### config.mk
export PLATFORM = sky130hd
export DESIGN_NAME = mem_port_arbiter
export DESIGN_NICKNAME = d
export VERILOG_FILES = /design/src/rtl/mem_port_arbiter.sv
export SDC_FILE = /design/constraint.sdc
export NUM_CORES = 1
export LEC_CHECK = 0
export BUFFER_PORTS_ARGS = -buffer_cell sky130_fd_sc_hd__buf_2
export CAP_MARGIN = 20
export CELL_PAD_IN_SITES_DETAIL_PLACEMENT = 1
export CELL_PAD_IN_SITES_GLOBAL_PLACEMENT = 1
export CORE_MARGIN = 2
export CORE_UTILIZATION = 32
export DETAILED_ROUTE_END_ITERATION = 8
export HOLD_SLACK_MARGIN = 0.12
export PLACE_DENSITY = 0.79
export SKIP_CTS_REPAIR_TIMING = 1
export SLEW_MARGIN = 20
export SYNTH_ARGS = -nofsm -noshare
export SYNTH_HDL_FRONTEND = slang
export SYNTH_SLANG_ARGS = --single-unit
### constraint.sdc
create_clock -name clock -period 2.59 [get_ports clock]
set_clock_uncertainty 0.2 [all_clocks]
set_input_delay 0 -clock clock [delete_from_list [all_inputs] [get_ports clock]]
set_output_delay 0 -clock clock [all_outputs]
set_load 0.01 [all_outputs]
### src/rtl/mem_port_arbiter.sv
// Arbitrates one single-port, fixed-latency memory between IF fetch and ME load/store.
// ME wins ties; one access in flight at a time; memory strobe and acks are registered.
module mem_port_arbiter #(
    parameter int unsigned MEM_LAT = 2,
    parameter int unsigned AW      = 32,
    parameter int unsigned DW      = 32
) (
    input  logic          clock,
    input  logic          reset_0,
    input  logic          i_req,
    input  logic [AW-1:0] i_addr,
    input  logic          i_flush,
    output logic          i_ack,
    output logic [DW-1:0] i_rdata,
    input  logic          d_req,
    input  logic          d_we,
    input  logic [AW-1:0] d_addr,
    input  logic [DW-1:0] d_wdata,
    output logic          d_ack,
    output logic [DW-1:0] d_rdata,
    output logic          stall_if,
    output logic          stall_me,
    output logic          mem_en,
    output logic          mem_we,
    output logic [AW-1:0] mem_addr,
    output logic [DW-1:0] mem_wdata,
    input  logic [DW-1:0] mem_rdata
);
    // MEM_LAT is legal in 1..15, so a 4-bit down-counter covers it.
    localparam int unsigned CW = 4;

    typedef enum logic [1:0] {IDLE, ISSUE, WAIT, DONE} state_t;
    typedef enum logic [1:0] {OWN_NONE, OWN_I, OWN_D} owner_t;

    state_t        state, state_n;
    owner_t        owner, owner_n;
    logic [CW-1:0] cnt, cnt_n;
    logic          cancel, cancel_n;
    logic          mem_en_n, mem_we_n, i_ack_n, d_ack_n;
    logic [AW-1:0] mem_addr_n;
    logic [DW-1:0] mem_wdata_n, i_rdata_n, d_rdata_n;
    logic          flush_hit;

    // A flush only cancels an access that IF currently owns.
    assign flush_hit = (owner == OWN_I) && i_flush && ((state == ISSUE) || (state == WAIT));

    assign stall_if = i_req & ~i_ack & ~i_flush;
    assign stall_me = d_req & ~d_ack;

    // Next-state and next-output logic.
    always_comb begin
        state_n     = state;
        owner_n     = owner;
        cnt_n       = cnt;
        cancel_n    = cancel;
        mem_en_n    = 1'b0;
        mem_we_n    = mem_we;
        mem_addr_n  = mem_addr;
        mem_wdata_n = mem_wdata;
        i_ack_n     = 1'b0;
        d_ack_n     = 1'b0;
        i_rdata_n   = i_rdata;
        d_rdata_n   = d_rdata;

        case (state)
            IDLE: begin
                if (d_req) begin
                    owner_n     = OWN_D;
                    mem_en_n    = 1'b1;
                    mem_we_n    = d_we;
                    mem_addr_n  = d_addr;
                    mem_wdata_n = d_wdata;
                    state_n     = ISSUE;
                end else if (i_req && !i_flush) begin
                    owner_n    = OWN_I;
                    mem_en_n   = 1'b1;
                    mem_we_n   = 1'b0;
                    mem_addr_n = i_addr;
                    state_n    = ISSUE;
                end
            end
            ISSUE: begin
                cnt_n   = CW'(MEM_LAT);
                state_n = WAIT;
                if (flush_hit) cancel_n = 1'b1;
            end
            WAIT: begin
                if (flush_hit) cancel_n = 1'b1;
                if (cnt == CW'(1)) begin
                    state_n = DONE;
                    if (owner == OWN_D) begin
                        d_ack_n = 1'b1;
                        if (!mem_we) d_rdata_n = mem_rdata;
                    end else if ((owner == OWN_I) && !cancel && !i_flush) begin
                        i_ack_n   = 1'b1;
                        i_rdata_n = mem_rdata;
                    end
                end else begin
                    cnt_n = cnt - CW'(1);
                end
            end
            DONE: begin
                // No re-arbitration here: the acked requester still shows req.
                state_n  = IDLE;
                owner_n  = OWN_NONE;
                cancel_n = 1'b0;
            end
            default: state_n = IDLE;
        endcase
    end

    // State and registered outputs.
    always_ff @(posedge clock) begin
        if (reset_0) begin
            state     <= IDLE;
            owner     <= OWN_NONE;
            cnt       <= '0;
            cancel    <= 1'b0;
            mem_en    <= 1'b0;
            mem_we    <= 1'b0;
            mem_addr  <= '0;
            mem_wdata <= '0;
            i_ack     <= 1'b0;
            d_ack     <= 1'b0;
            i_rdata   <= '0;
            d_rdata   <= '0;
        end else begin
            state     <= state_n;
            owner     <= owner_n;
            cnt       <= cnt_n;
            cancel    <= cancel_n;
            mem_en    <= mem_en_n;
            mem_we    <= mem_we_n;
            mem_addr  <= mem_addr_n;
            mem_wdata <= mem_wdata_n;
            i_ack     <= i_ack_n;
            d_ack     <= d_ack_n;
            i_rdata   <= i_rdata_n;
            d_rdata   <= d_rdata_n;
        end
    end

endmodule

==> flow_summary_export.csv <==
group,metric,value,unit
synth,synth-async-reset-ratio,0,
critical_path,worst-path-buf-inv,3,
clock_network,clockBufferDepth,2,
synth,yosys.cell_count.top_type,"nand2_1",
floorplanning,fp.coreArea,0.0165,sq mm
layout,n_antenna_cell,0,
grt,grt_first_pass_wirelength,25.9,mm
synth,ys_warn_count,0,
timing,setup_viol,0,
grt,grtUsageMet3,0.0586,
timing,maxSlewViolCount,0,
timing,max_freq,0.435,GHz
critical_path,timing.rr.end,"mem_addr[4]$_SDFFE_PP0P_",
critical_path,critPathKind,"reg -> reg",
timing,hold_viol,0,
clock_network,clock-root-buffer,"clkbuf_16",
synth,syn_area,0.00537,sq mm
timing,slew_headroom,0.582,
synth,synth_common_cells,"nand2_1 (196), dfxtp_1 (141), a21oi_1 (102)",
critical_path,cp.arrival,2.45,ns
timing,rsz0062_at_grt,"no",
clock_network,h-tree-depth,4,
clock_network,cts_tree,"yes",
critical_path,start_kind,"flop",
grt,first_global_vias,5255,
synth,synth-edff-count,0,
routing,vias_per_cell,4.78,
timing,finalCritPeriodShare,0.887,
hold_path,worstHoldPathType,"in -> reg",
power,p_per_area,792,mW/mm^2
power,vdd_drop_max,495,uV
synth,synthTopCellsByArea,"dfxtp_1 (53%), nand2_1 (14%), a21oi_1 (9.5%)",
critical_path,crit_chain,"inv_1, ha_1, o21a_2, buf_12, nor2_1, a211oi_1, dlygate4sd3_1",
routing,drc,0,
critical_path,worst_path_dominant_cell_family,"buffers and inverters",
routing,wl_per_cell,16.8,um
timing,worst_slew_pin_slew,0.627,ns
synth,yosysUniqueCellTypes,32,
floorplanning,die_height,134,um
synth,yosysTopAreaCell,"dfxtp_1",
grt,grt_util_met1,0.208,
floorplanning,die_x,134,um
floorplanning,fp-row-count,47,
synth,syn_area_per_cell,8.36,sq um
grt,busiest_layer,"met2",
synth,synthDominantCellAreaShare,0.526,
synth,synthCells,642,
hold_path,holdPathEnd,"mem_we$_SDFFE_PP0P_",
placed_design,gp_congestion,0.734,
grt,grtUsageMet2,0.308,
floorplanning,initial_core_util,0.326,
routing,drtPass1Iterations,4,
run_status,status,"complete, no violations",
grt,grt_max_degree,81,
synth,seq_area_frac_synth,0.526,
critical_path,end_kind,"flop",
critical_path,cp_max_fo,64,
clock_network,clock-sinks,141,
synth,ys_dominant_reg_cell,"dfxtp_1",
power,leakage,4.01,nW
grt,grt_overflow_total,0,
grt,antenna_found_initial,0,
clock_network,cts.clk_slew.worst_paths,0.06,ns
critical_path,slowest_stage,"dlygate4sd3_1",
layout,syn_to_final_growth,65.0,%
critical_path,r2r_slack,0.29,ns
timing,holdWs,0.179,ns
routing,drtIter0Drc,187,
synth,ys_seq_elements,141,
placed_design,numPortBuffers,267,
clock_network,cts_buffers,17,
placed_design,hpwlAfterDp,11.9,mm
timing,min_period,2.30,ns
routing,routed_wl,21.0,mm
routing,ant_nets,0,
synth,syn-num-nets,782,
layout,final_util,0.538,
job,drv_cap,0,
hold_path,hp-start,"d_we",
critical_path,r2r_start,"state[0]$_SDFFE_PP0P_",
clock_network,clkLatencyLatePin,0.40,ns
layout,nNetsFinal,1163,
timing,fin_tns_setup,0,ns
routing,num_vias,5994,
critical_path,required,2.74,ns
floorplanning,dieArea,0.0178,sq mm
layout,drive_above_1_share,0.301,
hold_path,whs_path_depth,4,
floorplanning,io-pin-count,268,
critical_path,worstRegToRegCells,7,
critical_path,cp_slowest_stage_delay,0.57,ns
grt,grt_use_total,0.180,
-- worst max path at each step --
stage                     depth (start not counted)                  endpoint  slack, ns                  start
final                                             7  mem_addr[4]$_SDFFE_PP0P_       0.29  state[0]$_SDFFE_PP0P_
after global routing                              7  mem_addr[4]$_SDFFE_PP0P_       0.14  state[0]$_SDFFE_PP0P_
after CTS                                         8  d_rdata[30]$_SDFFE_PP0P_       0.39  state[0]$_SDFFE_PP0P_
after detailed placement                          8  d_rdata[30]$_SDFFE_PP0P_       0.41  state[0]$_SDFFE_PP0P_
after global placement                            8  d_rdata[20]$_SDFFE_PP0P_       0.55  state[0]$_SDFFE_PP0P_
after floorplan                                   9  d_rdata[10]$_SDFFE_PP0P_       0.64  state[0]$_SDFFE_PP0P_
-- cell type report --
| cell class | instances | area (sq um) |
|---|---|---|
| inverters | 6 | 22.5 |
| well taps | 220 | 275 |
| clock buffers | 22 | 474 |
| repair buffers | 411 | 2790 |
| fillers | 1996 | 7610 |
| clock inverters | 9 | 183 |
| multi-input cells | 446 | 2290 |
| flip-flops and latches | 141 | 2820 |
-- routing by layer --
layer,up-vias,part of all wire
met5,-,0
li1,2902,-
met1,2810,0.39
met3,44,0.068
met2,238,0.52
met4,0,0.025
-- power breakdown --
group	switching, mW	total, mW	internal, mW
clock network	0.907	2.69	1.79
logic	0.986	1.72	0.735
registers	0.160	2.60	2.44
total	2.05	7.02	4.96
-- registers in the layout, indices dropped and copies added (netlist names) --
name	flops
state	2
owner	2
mem_addr	32
mem_wdata	32
d_rdata	32
i_ack	1
cancel	1
i_rdata	32
cnt	4
mem_en	1
mem_we	1
d_ack	1
-- worst reg2reg max path: stages (launching register included) --
cell and delay (ns):
dfxtp_1 0.32, inv_1 0.11, ha_1 0.28, o21a_2 0.20, buf_12 0.26, nor2_1 0.09, a211oi_1 0.21, dlygate4sd3_1 0.57
-- metrics by stage --
stage	std cells	area [sq um]	setup WS, ns	total power, mW
6_report	1255	8860	0.293	7.02
5_1_grt	1255	8860	0.136	7.38
4_1_cts	1123	7540	0.393	6.83
3_5_place_dp	1092	6880	0.409	4.11
3_3_place_gp	1092	6880	0.555	4.07
2_1_floorplan	642	5370	0.644	3.50
-- cell families (layout without fill, tap and decap cells) --
group,after synthesis,count (layout),share of synthesized area
simple gates,263,263,0.198
compound gates,144,144,0.152
flops,141,141,0.526
buf+inv,55,448,0.0482
mux,33,33,0.0615
fa+ha+maj,6,6,0.0140
-- cell usage in the layout, fill, tap and decap left out, drive strengths merged --
master       netlist  final
nor3               6      6
a311oi             1      1
nand4b             2      2
or4b               1      1
and3b              1      1
nand4bb            1      1
buf               25    279
or2                1      1
dlygate4sd3        0    132
mux2i             33     33
clkbuf            24     22
nand2b             2      2
clkinvlp           0      2
o22ai              1      1
nor2              45     45
and2               2      2
nor2b              3      3
nor3b              1      1
a21oi            102    102
or3                1      1
nand3b             1      1
o21ai              4      4
a211oi            32     32
bufinv             0      5
o22a               1      1
inv                6      7
a22oi              2      2
ha                 6      6
o21a               1      1
dfxtp            141    141
clkinv             0      1
nand2            196    196
Note: power is estimated with default switching activity, not from simulation.
